`src/rtl/mem_arb_pkg.sv`:
```
// Shared types and constants for the IF/MEM memory port arbiter.
package mem_arb_pkg;

    localparam int unsigned CNT_W = 4;

    typedef enum logic [1:0] {
        IDLE,
        ACCESS,
        RESP
    } arb_state_t;

    typedef enum logic {
        GNT_I,
        GNT_D
    } arb_gnt_t;

endpackage : mem_arb_pkg

```
`src/rtl/mem_arb_pick.sv`:
```
// Combinational grant selector for the memory port arbiter.
// Define MEM_ARB_RR_EN for round-robin; otherwise data has fixed priority over fetch.
module mem_arb_pick
    import mem_arb_pkg::*;
(
    input  logic     i_req,
    input  logic     d_req,
    input  arb_gnt_t last_gnt,
    output logic     gnt_valid,
    output arb_gnt_t gnt
);

`ifndef MEM_ARB_RR_EN
    logic unused_last_gnt;
    assign unused_last_gnt = last_gnt;
`endif

    always_comb begin
        gnt_valid = i_req | d_req;
        gnt       = GNT_I;
`ifdef MEM_ARB_RR_EN
        // On a tie, the port that did not own the memory last time wins.
        if (i_req && d_req) begin
            gnt = (last_gnt == GNT_D) ? GNT_I : GNT_D;
        end else if (d_req) begin
            gnt = GNT_D;
        end
`else
        // The MEM-stage instruction is older, so data goes first.
        if (d_req) begin
            gnt = GNT_D;
        end
`endif
    end

endmodule : mem_arb_pick

```
`src/rtl/mem_port_arbiter.sv`:
```
// Shares one multi-cycle single-port memory between instruction fetch and data access.
// Optional round-robin arbitration is enabled with MEM_ARB_RR_EN.
module mem_port_arbiter
    import mem_arb_pkg::*;
#(
    parameter int unsigned LATENCY = 2,
    parameter int unsigned ADDR_W  = 32,
    parameter int unsigned DATA_W  = 32
) (
    input  logic              clock,
    input  logic              reset,
    input  logic              i_req,
    input  logic [ADDR_W-1:0] i_addr,
    input  logic              i_kill,
    output logic [DATA_W-1:0] i_rdata,
    output logic              i_ready,
    output logic              i_stall,
    input  logic              d_req,
    input  logic              d_we,
    input  logic [ADDR_W-1:0] d_addr,
    input  logic [DATA_W-1:0] d_wdata,
    output logic [DATA_W-1:0] d_rdata,
    output logic              d_ready,
    output logic              d_stall,
    output logic              m_en,
    output logic              m_we,
    output logic [ADDR_W-1:0] m_addr,
    output logic [DATA_W-1:0] m_wdata,
    input  logic [DATA_W-1:0] m_rdata
);

    arb_state_t        state_q, state_d;
    logic [CNT_W-1:0]  cnt_q, cnt_d;
    arb_gnt_t          gnt_q, gnt_d;
    logic              kill_q, kill_d;
    logic              kill_now;
    logic              m_en_q, m_en_d;
    logic              m_we_q, m_we_d;
    logic [ADDR_W-1:0] m_addr_q, m_addr_d;
    logic [DATA_W-1:0] m_wdata_q, m_wdata_d;
    logic [DATA_W-1:0] i_rdata_q, i_rdata_d;
    logic [DATA_W-1:0] d_rdata_q, d_rdata_d;
    logic              i_ready_q, i_ready_d;
    logic              d_ready_q, d_ready_d;

    logic              pick_valid;
    arb_gnt_t          pick_gnt;
    arb_gnt_t          last_gnt;

`ifdef MEM_ARB_RR_EN
    arb_gnt_t          last_gnt_q, last_gnt_d;
    assign last_gnt = last_gnt_q;
`else
    assign last_gnt = GNT_I;
`endif

    mem_arb_pick u_pick (
        .i_req     (i_req),
        .d_req     (d_req),
        .last_gnt  (last_gnt),
        .gnt_valid (pick_valid),
        .gnt       (pick_gnt)
    );

    // Next-state and registered-output logic.
    always_comb begin
        state_d   = state_q;
        cnt_d     = cnt_q;
        gnt_d     = gnt_q;
        kill_d    = kill_q;
        m_en_d    = m_en_q;
        m_we_d    = m_we_q;
        m_addr_d  = m_addr_q;
        m_wdata_d = m_wdata_q;
        i_rdata_d = i_rdata_q;
        d_rdata_d = d_rdata_q;
        i_ready_d = 1'b0;
        d_ready_d = 1'b0;
        kill_now  = kill_q;
`ifdef MEM_ARB_RR_EN
        last_gnt_d = last_gnt_q;
`endif

        unique case (state_q)
            IDLE: begin
                kill_d = 1'b0;
                if (pick_valid) begin
                    gnt_d   = pick_gnt;
                    cnt_d   = CNT_W'(LATENCY - 1);
                    m_en_d  = 1'b1;
                    state_d = ACCESS;
`ifdef MEM_ARB_RR_EN
                    last_gnt_d = pick_gnt;
`endif
                    if (pick_gnt == GNT_D) begin
                        m_addr_d  = d_addr;
                        m_we_d    = d_we;
                        m_wdata_d = d_wdata;
                    end else begin
                        m_addr_d  = i_addr;
                        m_we_d    = 1'b0;
                        m_wdata_d = '0;
                    end
                end
            end

            ACCESS: begin
                // A kill in the final access cycle must still suppress the response.
                kill_now = kill_q | (i_kill & (gnt_q == GNT_I));
                kill_d   = kill_now;
                if (cnt_q == '0) begin
                    state_d = RESP;
                    m_en_d  = 1'b0;
                    m_we_d  = 1'b0;
                    if (gnt_q == GNT_D) begin
                        d_ready_d = 1'b1;
                        if (!m_we_q) begin
                            d_rdata_d = m_rdata;
                        end
                    end else if (!kill_now) begin
                        i_ready_d = 1'b1;
                        i_rdata_d = m_rdata;
                    end
                end else begin
                    cnt_d = cnt_q - CNT_W'(1);
                end
            end

            RESP: begin
                kill_d  = 1'b0;
                state_d = IDLE;
            end

            default: begin
                state_d = IDLE;
                m_en_d  = 1'b0;
                m_we_d  = 1'b0;
            end
        endcase
    end

    always_ff @(posedge clock) begin
        if (reset) begin
            state_q   <= IDLE;
            cnt_q     <= '0;
            gnt_q     <= GNT_I;
            kill_q    <= 1'b0;
            m_en_q    <= 1'b0;
            m_we_q    <= 1'b0;
            m_addr_q  <= '0;
            m_wdata_q <= '0;
            i_rdata_q <= '0;
            d_rdata_q <= '0;
            i_ready_q <= 1'b0;
            d_ready_q <= 1'b0;
`ifdef MEM_ARB_RR_EN
            last_gnt_q <= GNT_I;
`endif
        end else begin
            state_q   <= state_d;
            cnt_q     <= cnt_d;
            gnt_q     <= gnt_d;
            kill_q    <= kill_d;
            m_en_q    <= m_en_d;
            m_we_q    <= m_we_d;
            m_addr_q  <= m_addr_d;
            m_wdata_q <= m_wdata_d;
            i_rdata_q <= i_rdata_d;
            d_rdata_q <= d_rdata_d;
            i_ready_q <= i_ready_d;
            d_ready_q <= d_ready_d;
`ifdef MEM_ARB_RR_EN
            last_gnt_q <= last_gnt_d;
`endif
        end
    end

    assign i_rdata = i_rdata_q;
    assign i_ready = i_ready_q;
    assign d_rdata = d_rdata_q;
    assign d_ready = d_ready_q;
    assign m_en    = m_en_q;
    assign m_we    = m_we_q;
    assign m_addr  = m_addr_q;
    assign m_wdata = m_wdata_q;

    // Stalls feed the hazard unit directly.
    assign i_stall = i_req & ~i_ready_q;
    assign d_stall = d_req & ~d_ready_q;

endmodule : mem_port_arbiter

```
`config.mk`:
```
export PLATFORM = sky130hd
export DESIGN_NAME = mem_port_arbiter
export DESIGN_NICKNAME = d
export VERILOG_FILES = /design/src/rtl/mem_arb_pkg.sv /design/src/rtl/mem_arb_pick.sv /design/src/rtl/mem_port_arbiter.sv
export SDC_FILE = /design/constraint.sdc
export NUM_CORES = 1
export LEC_CHECK = 0
export ABC_AREA = 1
export BUFFER_PORTS_ARGS = -buffer_cell sky130_fd_sc_hd__clkbuf_2
export CAP_MARGIN = 20
export CELL_PAD_IN_SITES_DETAIL_PLACEMENT = 0
export CELL_PAD_IN_SITES_GLOBAL_PLACEMENT = 1
export CORE_MARGIN = 4
export CORE_UTILIZATION = 32
export DETAILED_ROUTE_END_ITERATION = 6
export PLACE_DENSITY_LB_ADDON = 0.1
export SYNTH_ARGS = -nofsm -noshare
export SYNTH_HDL_FRONTEND = slang
export SYNTH_SLANG_ARGS = --single-unit
```
`constraint.sdc`:
```
create_clock -name clock -period 2.1 [get_ports clock]
set_clock_uncertainty 0.15 [all_clocks]
set_input_delay 0.42 -clock clock [delete_from_list [all_inputs] [get_ports clock]]
set_output_delay 0.42 -clock clock [all_outputs]
set_load 0.05 [all_outputs]
```
==> results of run 1 <==
==> worst paths after layout <==
check,from,end,slack (ns),depth (start not counted)
setup / recovery,cnt_q[0],i_rdata[26],0.32,8
hold / removal,d_wdata[5],m_wdata[5],0.07,3
setup reg to reg,cnt_q[0],i_rdata[26],0.32,8
hold reg to reg,m_wdata[30],m_wdata[30],0.31,2
==> power by group <==
| group | total (mW) | internal (mW) | leakage (nW) | switching [mW] |
|---|---|---|---|---|
| logic | 2.21 | 0.560 | 2.80 | 1.65 |
| registers | 3.08 | 2.93 | 1.15 | 0.154 |
| clock network | 3.28 | 2.05 | 0.319 | 1.22 |
==> worst max-delay path: stages, from the launching register on <==
cell     delay [ns]
dfxtp_1        0.31
inv_1          0.10
ha_1           0.24
nand2_2        0.13
nor2_8         0.22
buf_4          0.29
nand3_1        0.12
nand2_1        0.10
nor2_2         0.04
==> routing by layer <==
| metal | vias to the layer above | routed length, um |
|---|---|---|
| met3 | 12 | 1408 |
| met2 | 152 | 8232 |
| met4 | 0 | 129 |
| met1 | 2452 | 7458 |
| li1 | 3035 | - |
| met5 | - | 0 |
==> registers in the layout, summed over array words and instances (netlist names) <==
register / cells
m_en: 1
m_wdata: 32
m_we: 1
i_rdata: 32
gnt_q: 1
cnt_q: 4
state_q: 2
d_rdata: 32
d_ready: 1
m_addr: 32
kill_q: 1
i_ready: 1
==> area by class of cell <==
class,instances,area [um^2],area share (%)
clock buffers,18,439.2,5.487
clock inverters,14,209.0,2.611
repair buffers,284,1514,18.92
well taps,229,286.5,3.580
multi-input cells,567,2449,30.59
inverters,80,304.0,3.799
flip-flops and latches,140,2803,35.02
==> per-stage QoR <==
stage | hold slack [ns] | setup slack, ns | utilization, % | std cells | area, um^2
after global routing | 0.05138 | 0.1469 | 44.71 | 1332 | 8004
final | 0.06882 | 0.3165 | 44.71 | 1332 | 8004
after global placement | 0.2884 | 0.3459 | 41.09 | 1300 | 7356
after detailed placement | 0.2944 | 0.3154 | 41.09 | 1300 | 7356
after CTS | 0.04762 | 0.2982 | 44.71 | 1332 | 8004
after floorplan | 0.3214 | 0.1622 | - | 832 | 5824
==> cell families (layout without fill, tap and decap cells) <==
group,count (synthesis),count (layout),synth area share [%]
simple gates,493,493,35.20
flops,140,140,48.14
buf+inv,125,396,9.843
compound gates,72,72,6.383
fa+ha+maj,2,2,0.4298
==> cell usage after synthesis, drive strengths merged <==
cell,number
clkbuf,15
inv,78
nor3,3
nand4,1
buf,30
clkinv,2
a21oi,6
ha,2
nor2,207
dfxtp,140
o21ai,66
nand2,241
nand3,40
or2,1
==> results.sh, run 1 <==
export IMPL_status="finished, final reports clean"
export IMPL_leakage_nw=4.265
export IMPL_wire_per_inst_um=12.93
export IMPL_postRouteAntennaNets=0
export IMPL_hold_violations=0
export IMPL_viasPerCell=4.242
export IMPL_port_buffer_count=267
export IMPL_max_cap_viol_count=0
export IMPL_clockBufferDepth=2
export IMPL_wl_mm=17.23
export IMPL_mostFrequentLayoutCell="clkbuf_2"
export IMPL_startpoint_type="flip-flop"
export IMPL_grtUsageMet3_pct=6.765
export IMPL_grt_pass1_vias=5423
export IMPL_cts_resized=0
export IMPL_worstSetupPathType="reg2reg"
export IMPL_power_density_mw_per_mm2=1070
export IMPL_dp_hpwl_mm=12.93
export IMPL_drtPass1Iterations=4
export IMPL_root_buffer="clkbuf_16"
export IMPL_relSlewSlack_pct=66.74
export IMPL_htree_levels=4
export IMPL_diodes=0
export IMPL_min_path_type="in2reg"
export IMPL_yosysWarnings=0
export IMPL_start_util_pct=32.52
export IMPL_synth_cell_type_count=28
export IMPL_total_power_mw=8.567
export IMPL_busiest_layer="met2"
export IMPL_setup_tns_ns=0
export IMPL_synth_largest_area_cell="dfxtp_1"
export IMPL_areaGrowthSynthToFinish_pct=37.48
export IMPL_final_cell_mix="clkbuf_2, nand2_1, nor2_1, dfxtp_1, inv_1"
export IMPL_antenna_found_initial=0
export IMPL_dieArea_mm2=0.02041
export IMPL_grt_overflow_total=0
export IMPL_timing_fmax_ghz=0.5607
export IMPL_cts_hold_buf=0
export IMPL_drive_above_1_share_pct=32.09
export IMPL_drcViolationCount=0
export IMPL_postSynthAreaPerCell_um2=6.997
export IMPL_grtUsageMet2_pct=28.12
export IMPL_fin_crit_ns=1.784
export IMPL_synth_area_mm2=0.005822
export IMPL_crit_fanout=22
export IMPL_io_pins=268
export IMPL_clock_sinks=140
export IMPL_worst_pin_slew_ns=0.4989
export IMPL_insertion_delay_ns=0.41
export IMPL_dr_total_vias=5651
export IMPL_syn_num_nets=968
export IMPL_synthTopCellsByArea="dfxtp_1, nand2_1, nor2_1, inv_1, o21ai_0"
export IMPL_yosysTopAreaCellShare_pct=48.14
export IMPL_rsz0062_at_grt="no"
export IMPL_cts_tree="done"
export IMPL_postSynthCellCount=832
export IMPL_gp_congestion=0.7655
export IMPL_grt_total_usage_pct=16.53
export IMPL_post_cts_buffers=0
export IMPL_drt_iter0_drc=188
export IMPL_layout_nets=1226
export IMPL_critPathCaptureType="flip-flop"
export IMPL_ys_ff_latch=140
export IMPL_coreArea_mm2=0.01790
export IMPL_worstPathArrival_ns=1.94
export IMPL_use_met1_pct=19.40
export IMPL_grt_first_pass_wirelength_mm=26.98
export IMPL_clkTransAtPathRegs_ns=0.06
export IMPL_row_count=49
export IMPL_numCtsBuffers=17
export IMPL_die_y_um=142.9
export IMPL_drv_slew=0
export IMPL_finalSetupViolations=0
export IMPL_grt_max_degree=65
export IMPL_seq_area_frac_synth_pct=48.14
export IMPL_required_ns=2.26
export IMPL_peakVddDrop_uv=568.6
export IMPL_finalCritPeriodShare_pct=84.93
export IMPL_die_w_um=142.9
export IMPL_fillers=1986
Power figures use the tool's default switching activity.
==> run 2: changes to the inputs <==
Settings changed: CORE_UTILIZATION 32 to 29.
Clock period 2.1 ns to 1.5 ns, I/O delays scaled along.
==> run 2 against run 1 <==
Die area is 9.8% higher. Combinational power increased by 70%. Total power rose by 41%. Critical endpoint is now d_stall. Largest power group is now registers.
==> results.sh, run 2 (synthesized netlist as in run 1, its figures left out) <==
export IMPL_grt_overflow_total=0
export IMPL_stdcell_count=1428
export IMPL_start_util_pct=29.72
export IMPL_clock_sinks=140
export IMPL_viasPerCell=4.124
export IMPL_fin_crit_ns=1.462
export IMPL_dp_hpwl_mm=13.12
export IMPL_wl_mm=18.62
export IMPL_hold_end="kill_q"
export IMPL_required_ns=1.05
export IMPL_dieArea_mm2=0.02241
export IMPL_layout_nets=1286
export IMPL_crit_fanout=2
export IMPL_cts_tree="done"
export IMPL_areaGrowthSynthToFinish_pct=56.65
export IMPL_hold_depth=3
export IMPL_cpMaxStageDelayCell="dfxtp_4"
export IMPL_fin_ws_ns=0.03792
export IMPL_leakage_nw=4.634
export IMPL_antenna_found_initial=1
export IMPL_r2r_end="i_rdata[11]"
export IMPL_finalCritPeriodShare_pct=97.47
export IMPL_port_buffer_count=267
export IMPL_cpLargestDelayFamily="flip-flops"
export IMPL_cp_slowest_stage_delay_ns=0.36
export IMPL_io_pins=268
export IMPL_worstSetupPathType="reg2out"
export IMPL_status="finished, final reports clean"
export IMPL_grt_first_pass_wirelength_mm=28.98
export IMPL_htree_levels=4
export IMPL_drive_above_1_share_pct=34.82
export IMPL_relSlewSlack_pct=81.54
export IMPL_grt_total_usage_pct=16.19
export IMPL_coreArea_mm2=0.01959
export IMPL_dpl_cell_count=1357
export IMPL_critPathCaptureType="primary output"
export IMPL_wire_per_inst_um=13.04
export IMPL_drv_slew=0
export IMPL_dpl_cell_area_mm2=0.007654
export IMPL_rr_worst_depth=9
export IMPL_final_cell_mix="nand2_1, nor2_1, clkbuf_2, dfxtp_1, clkbuf_4"
export IMPL_reg2reg_from="state_q[0]"
export IMPL_design_area_mm2=0.009120
export IMPL_row_count=51
export IMPL_hold_violations=0
export IMPL_worstPathArrival_ns=1.01
export IMPL_r2r_setup_slack_ns=0.04
export IMPL_dr_total_vias=5889
export IMPL_dp_worst_setup_slack_ns=-0.07774
export IMPL_rsz0062_at_grt="yes"
export IMPL_root_buffer="clkbuf_16"
export IMPL_clkTransAtPathRegs_ns=0.06
export IMPL_power_density_mw_per_mm2=1328
export IMPL_numCtsBuffers=17
export IMPL_max_cap_viol_count=0
export IMPL_drt_iter0_drc=214
export IMPL_finalSetupViolations=0
export IMPL_peakVddDrop_uv=796.5
export IMPL_die_w_um=149.7
export IMPL_diodes=0
export IMPL_mostFrequentLayoutCell="nand2_1"
export IMPL_drtPass1Iterations=5
export IMPL_timing_fmax_ghz=0.6840
export IMPL_die_y_um=149.7
export IMPL_startpoint_type="flip-flop"
export IMPL_grt_max_degree=58
export IMPL_min_from="i_kill"
export IMPL_min_path_type="in2reg"
export IMPL_grt_pass1_vias=5781
export IMPL_crit_buf_inv=1
export IMPL_insertion_delay_ns=0.41
export IMPL_crit_chain="nor2_4, buf_8"
export IMPL_clockBufferDepth=2
export IMPL_postRouteAntennaNets=0
export IMPL_gp_congestion=0.7965
export IMPL_worst_pin_slew_ns=0.2781
export IMPL_drcViolationCount=0
==> run 2: changes by cell type in the layout (fill, tap and decap cells not counted), sizes merged <==
cell / delta
buf: +58
bufinv: -3
clkbuf: -30
clkinv: -4
clkinvlp: +7
dlygate4sd3: +32
==> run 2: final cells by class <==
class / instances / area (um^2)
repair buffers: 344 / 2555
well taps: 265 / 331.6
flip-flops and latches: 140 / 2814
clock inverters: 14 / 138.9
fillers: 2067 / 10470
multi-input cells: 567 / 2536
clock buffers: 18 / 429.2
inverters: 80 / 315.3
==> run 2: through the flow <==
| stage | hold WS (ns) | total power [mW] | setup TNS [ns] | util, % |
|---|---|---|---|---|
| after floorplan | 0.2883 | 6.696 | -0.04941 | - |
| after global routing | 0.04893 | 12.76 | -1.143 | 46.55 |
| after CTS | 0.01707 | 12.12 | -0.02218 | 45.27 |
| after detailed placement | 0.2986 | 7.735 | -3.081 | 39.07 |
| final | 0.03667 | 12.11 | 0 | 46.55 |
| after global placement | 0.2887 | 7.740 | -1.129 | 39.07 |
==> run 2: routing by layer <==
layer / track usage (%) / vias to the layer above / wire length [um]
met5: 0 / - / 13
met1: 19.52 / 2559 / 8033
met3: 5.300 / 14 / 1215
li1: - / 3160 / -
met4: 4.254 / 2 / 236
met2: 27.81 / 154 / 9123
==> run 2: where the power goes <==
| group | total, mW | leakage [nW] | switching (mW) | internal, mW |
|---|---|---|---|---|
| Sequential | 4.31 | 1.15 | 0.215 | 4.10 |
| Clock | 4.04 | 0.255 | 1.73 | 2.31 |
| Combinational | 3.76 | 3.23 | 2.45 | 1.30 |
==> run 2: how the worst max path moves through the flow <==
| stage | startpoint | to | slack [ns] | cells after the start |
|---|---|---|---|---|
| global placement | cnt_q[1] | i_rdata[9] | -0.04 | 8 |
| floorplan | d_req | d_stall | -0.05 | 4 |
| finish | d_ready | d_stall | 0.04 | 2 |
| detailed placement | cnt_q[0] | i_rdata[10] | -0.08 | 9 |
| global route | state_q[0] | i_rdata[29] | -0.04 | 9 |
| CTS | d_ready | d_stall | -0.02 | 2 |
==> run 2: timing repair <==
item / 4_1_cts / 5_1_grt
endpoints found under the hold margin: 32 / 0
endpoints found under the setup margin: 128 / 152
cloned: 1 / 4
gates resized for setup: 105 / 110
pin swaps: 2 / 5
hold buffers: 32 / 0
buffers inserted: 1 / 1
==> run 2: tightest hold or removal path: stages <==
cell,delay (ns)
clkbuf_2,0.11
nand3_1,0.08
a21oi_1,0.05
==> run 3: changes to the inputs <==
Settings changed: REMOVE_ABC_BUFFERS set to 1.
==> run 3 against run 2 <==
The run now ends with negative setup slack left. Die area stayed put. Total power is 0.61% higher. Combinational power is 3% higher. Global-route usage is 0.20 points higher. Register-to-register slack worse by 0.04 ns. Cell count is 0.21% higher. Hold slack better by 0.013 ns. Clock power is 1% lower. Count of clock-buffer cells in the layout is 1 higher. Largest power group unchanged.
==> results.sh, run 3 (synthesized netlist as in run 1, its figures left out) <==
export IMPL_row_count=51
export IMPL_die_w_um=149.7
export IMPL_fin_ws_ns=-0.0004344
export IMPL_rr_worst_depth=9
export IMPL_required_ns=1.66
export IMPL_grt_pass1_vias=5756
export IMPL_hold_end="kill_q"
export IMPL_reg2reg_from="cnt_q[0]"
export IMPL_crit_chain="inv_2, ha_4, nand2_4, nor2_8, buf_8, clkbuf_16, nand3_1, nand2_1, nor2_1"
export IMPL_numCtsBuffers=17
export IMPL_grt_first_pass_wirelength_mm=29.24
export IMPL_dieArea_mm2=0.02241
export IMPL_io_pins=268
export IMPL_finalSetupViolations=1
export IMPL_drive_above_1_share_pct=36.62
export IMPL_htree_levels=4
export IMPL_hold_violations=0
export IMPL_relSlewSlack_pct=81.31
export IMPL_worstSetupPathType="reg2reg"
export IMPL_min_from="i_kill"
export IMPL_rsz0062_at_grt="yes"
export IMPL_drtPass1Iterations=4
export IMPL_timing_fmax_ghz=0.6665
export IMPL_cts_tree="done"
export IMPL_clock_sinks=140
export IMPL_die_y_um=149.7
export IMPL_r2r_end="i_rdata[1]"
export IMPL_min_path_type="in2reg"
export IMPL_hold_depth=3
export IMPL_layout_nets=1289
export IMPL_dpl_cell_area_mm2=0.007669
export IMPL_areaGrowthSynthToFinish_pct=59.55
export IMPL_critPathCaptureType="flip-flop"
export IMPL_worst_pin_slew_ns=0.2803
export IMPL_fin_crit_ns=1.500
export IMPL_finalCritPeriodShare_pct=100.0
export IMPL_antenna_found_initial=0
export IMPL_clkTransAtPathRegs_ns=0.06
export IMPL_clockBufferDepth=2
export IMPL_multi_input_area_mm2=0.002639
export IMPL_drt_iter0_drc=174
export IMPL_seqCellArea_mm2=0.002813
export IMPL_startpoint_type="flip-flop"
export IMPL_total_power_mw=12.18
export IMPL_crit_buf_inv=3
export IMPL_grt_max_degree=57
export IMPL_mostFrequentLayoutCell="nand2_1"
export IMPL_viasPerCell=4.191
export IMPL_dp_worst_setup_slack_ns=-0.08760
export IMPL_grt_total_usage_pct=16.39
export IMPL_finalCoreUtilization_pct=47.42
export IMPL_cpMaxStageDelayCell="dfxtp_2"
export IMPL_wire_per_inst_um=12.95
export IMPL_root_buffer="clkbuf_16"
export IMPL_dp_hpwl_mm=13.10
export IMPL_insertion_delay_ns=0.41
export IMPL_power_density_mw_per_mm2=1311
export IMPL_coreArea_mm2=0.01959
export IMPL_final_cell_mix="nand2_1, nor2_1, clkbuf_2, dfxtp_1, clkbuf_4"
export IMPL_cp_slowest_stage_delay_ns=0.32
export IMPL_start_util_pct=29.72
export IMPL_max_cap_viol_count=0
export IMPL_gp_congestion=0.7352
export IMPL_port_buffer_count=267
export IMPL_worstPathArrival_ns=1.66
export IMPL_r2r_setup_slack_ns=-0.0004
export IMPL_violations="negative setup slack"
export IMPL_fillers=2045
export IMPL_peakVddDrop_uv=742.7
export IMPL_drv_slew=0
export IMPL_crit_cells=9
export IMPL_design_area_mm2=0.009289
export IMPL_diodes=0
export IMPL_drcViolationCount=0
export IMPL_wl_mm=18.53
export IMPL_cpLargestDelayFamily="buffers and inverters"
export IMPL_postRouteAntennaNets=0
export IMPL_crit_fanout=8
export IMPL_grt_overflow_total=0
export IMPL_status="complete, but fails checks"
export IMPL_dr_total_vias=5998
export IMPL_leakage_nw=4.645
run 3: cell types whose count changed in the layout (fill, tap and decap cells not counted), moves of 6 or more:
cell      delta
buf_4       +15
clkbuf_4     +6
buf_2       -16
o21ai_1      +6
nand3_2     +20
nand3_1     -21
o21ai_0      -6
run 3: worst register-to-register path, delay by kind of cell, from the launching register on:
kind,cells,cell delay (ns)
buf+inv,3,0.40
fa+ha+maj,1,0.16
flops,1,0.32
simple gates,5,0.37
run 3: area by class of cell:
class	count	area share, %
timing repair buffer	347	28.39
sequential	140	30.28
multi-input combinational	567	28.41
clock buffer	19	4.768
inverter	80	3.314
tap	265	3.570
clock inverter	13	1.266
run 3: worst max-delay path by stage:
stage / start / end
2_1_floorplan: reset / m_wdata[10]
3_3_place_gp: cnt_q[0] / cnt_q[1]
3_5_place_dp: cnt_q[0] / cnt_q[1]
4_1_cts: i_ready / i_stall
5_1_grt: state_q[0] / d_rdata[29]
6_report: cnt_q[0] / i_rdata[1]
run 3: per-stage QoR:
stage / TNS [ns] / hold WS [ns] / cells
after floorplan: -42.21 / 0.2191 / 787
after global placement: -1.153 / 0.2871 / 1357
after detailed placement: -2.699 / 0.3011 / 1357
after CTS: -0.01350 / 0.01908 / 1424
after global routing: -3.218 / 0.03925 / 1431
final: -0.0004344 / 0.04995 / 1431
run 3: where the power goes:
group	total [mW]	leakage (nW)	switching [mW]	internal [mW]
clock	3.99	0.262	1.66	2.33
combinational	3.87	3.24	2.50	1.37
sequential	4.32	1.15	0.214	4.10
total	12.2	4.65	4.38	7.80
run 3: repair_timing:
| action | 4_1_cts | 5_1_grt |
|---|---|---|
| hold buffers | 32 | 0 |
| setup buffers | 2 | 4 |
| gates resized for setup | 136 | 109 |
| hold endpoints to repair | 32 | 0 |
| cloned | 1 | 3 |
| pin swaps | 3 | 19 |
| endpoints found under the setup margin | 180 | 171 |
run 3: metal layers:
layer  wire, um  GRT usage, %  vias to the layer above  share of wire (%)
met1       8029         20.31                     2650                 43
met5          0             0                        -                  0
met2       8935         27.49                      162                 48
met3       1364         5.694                       14                7.4
met4        204         3.843                        0                1.1
li1           -             -                     3172                  -
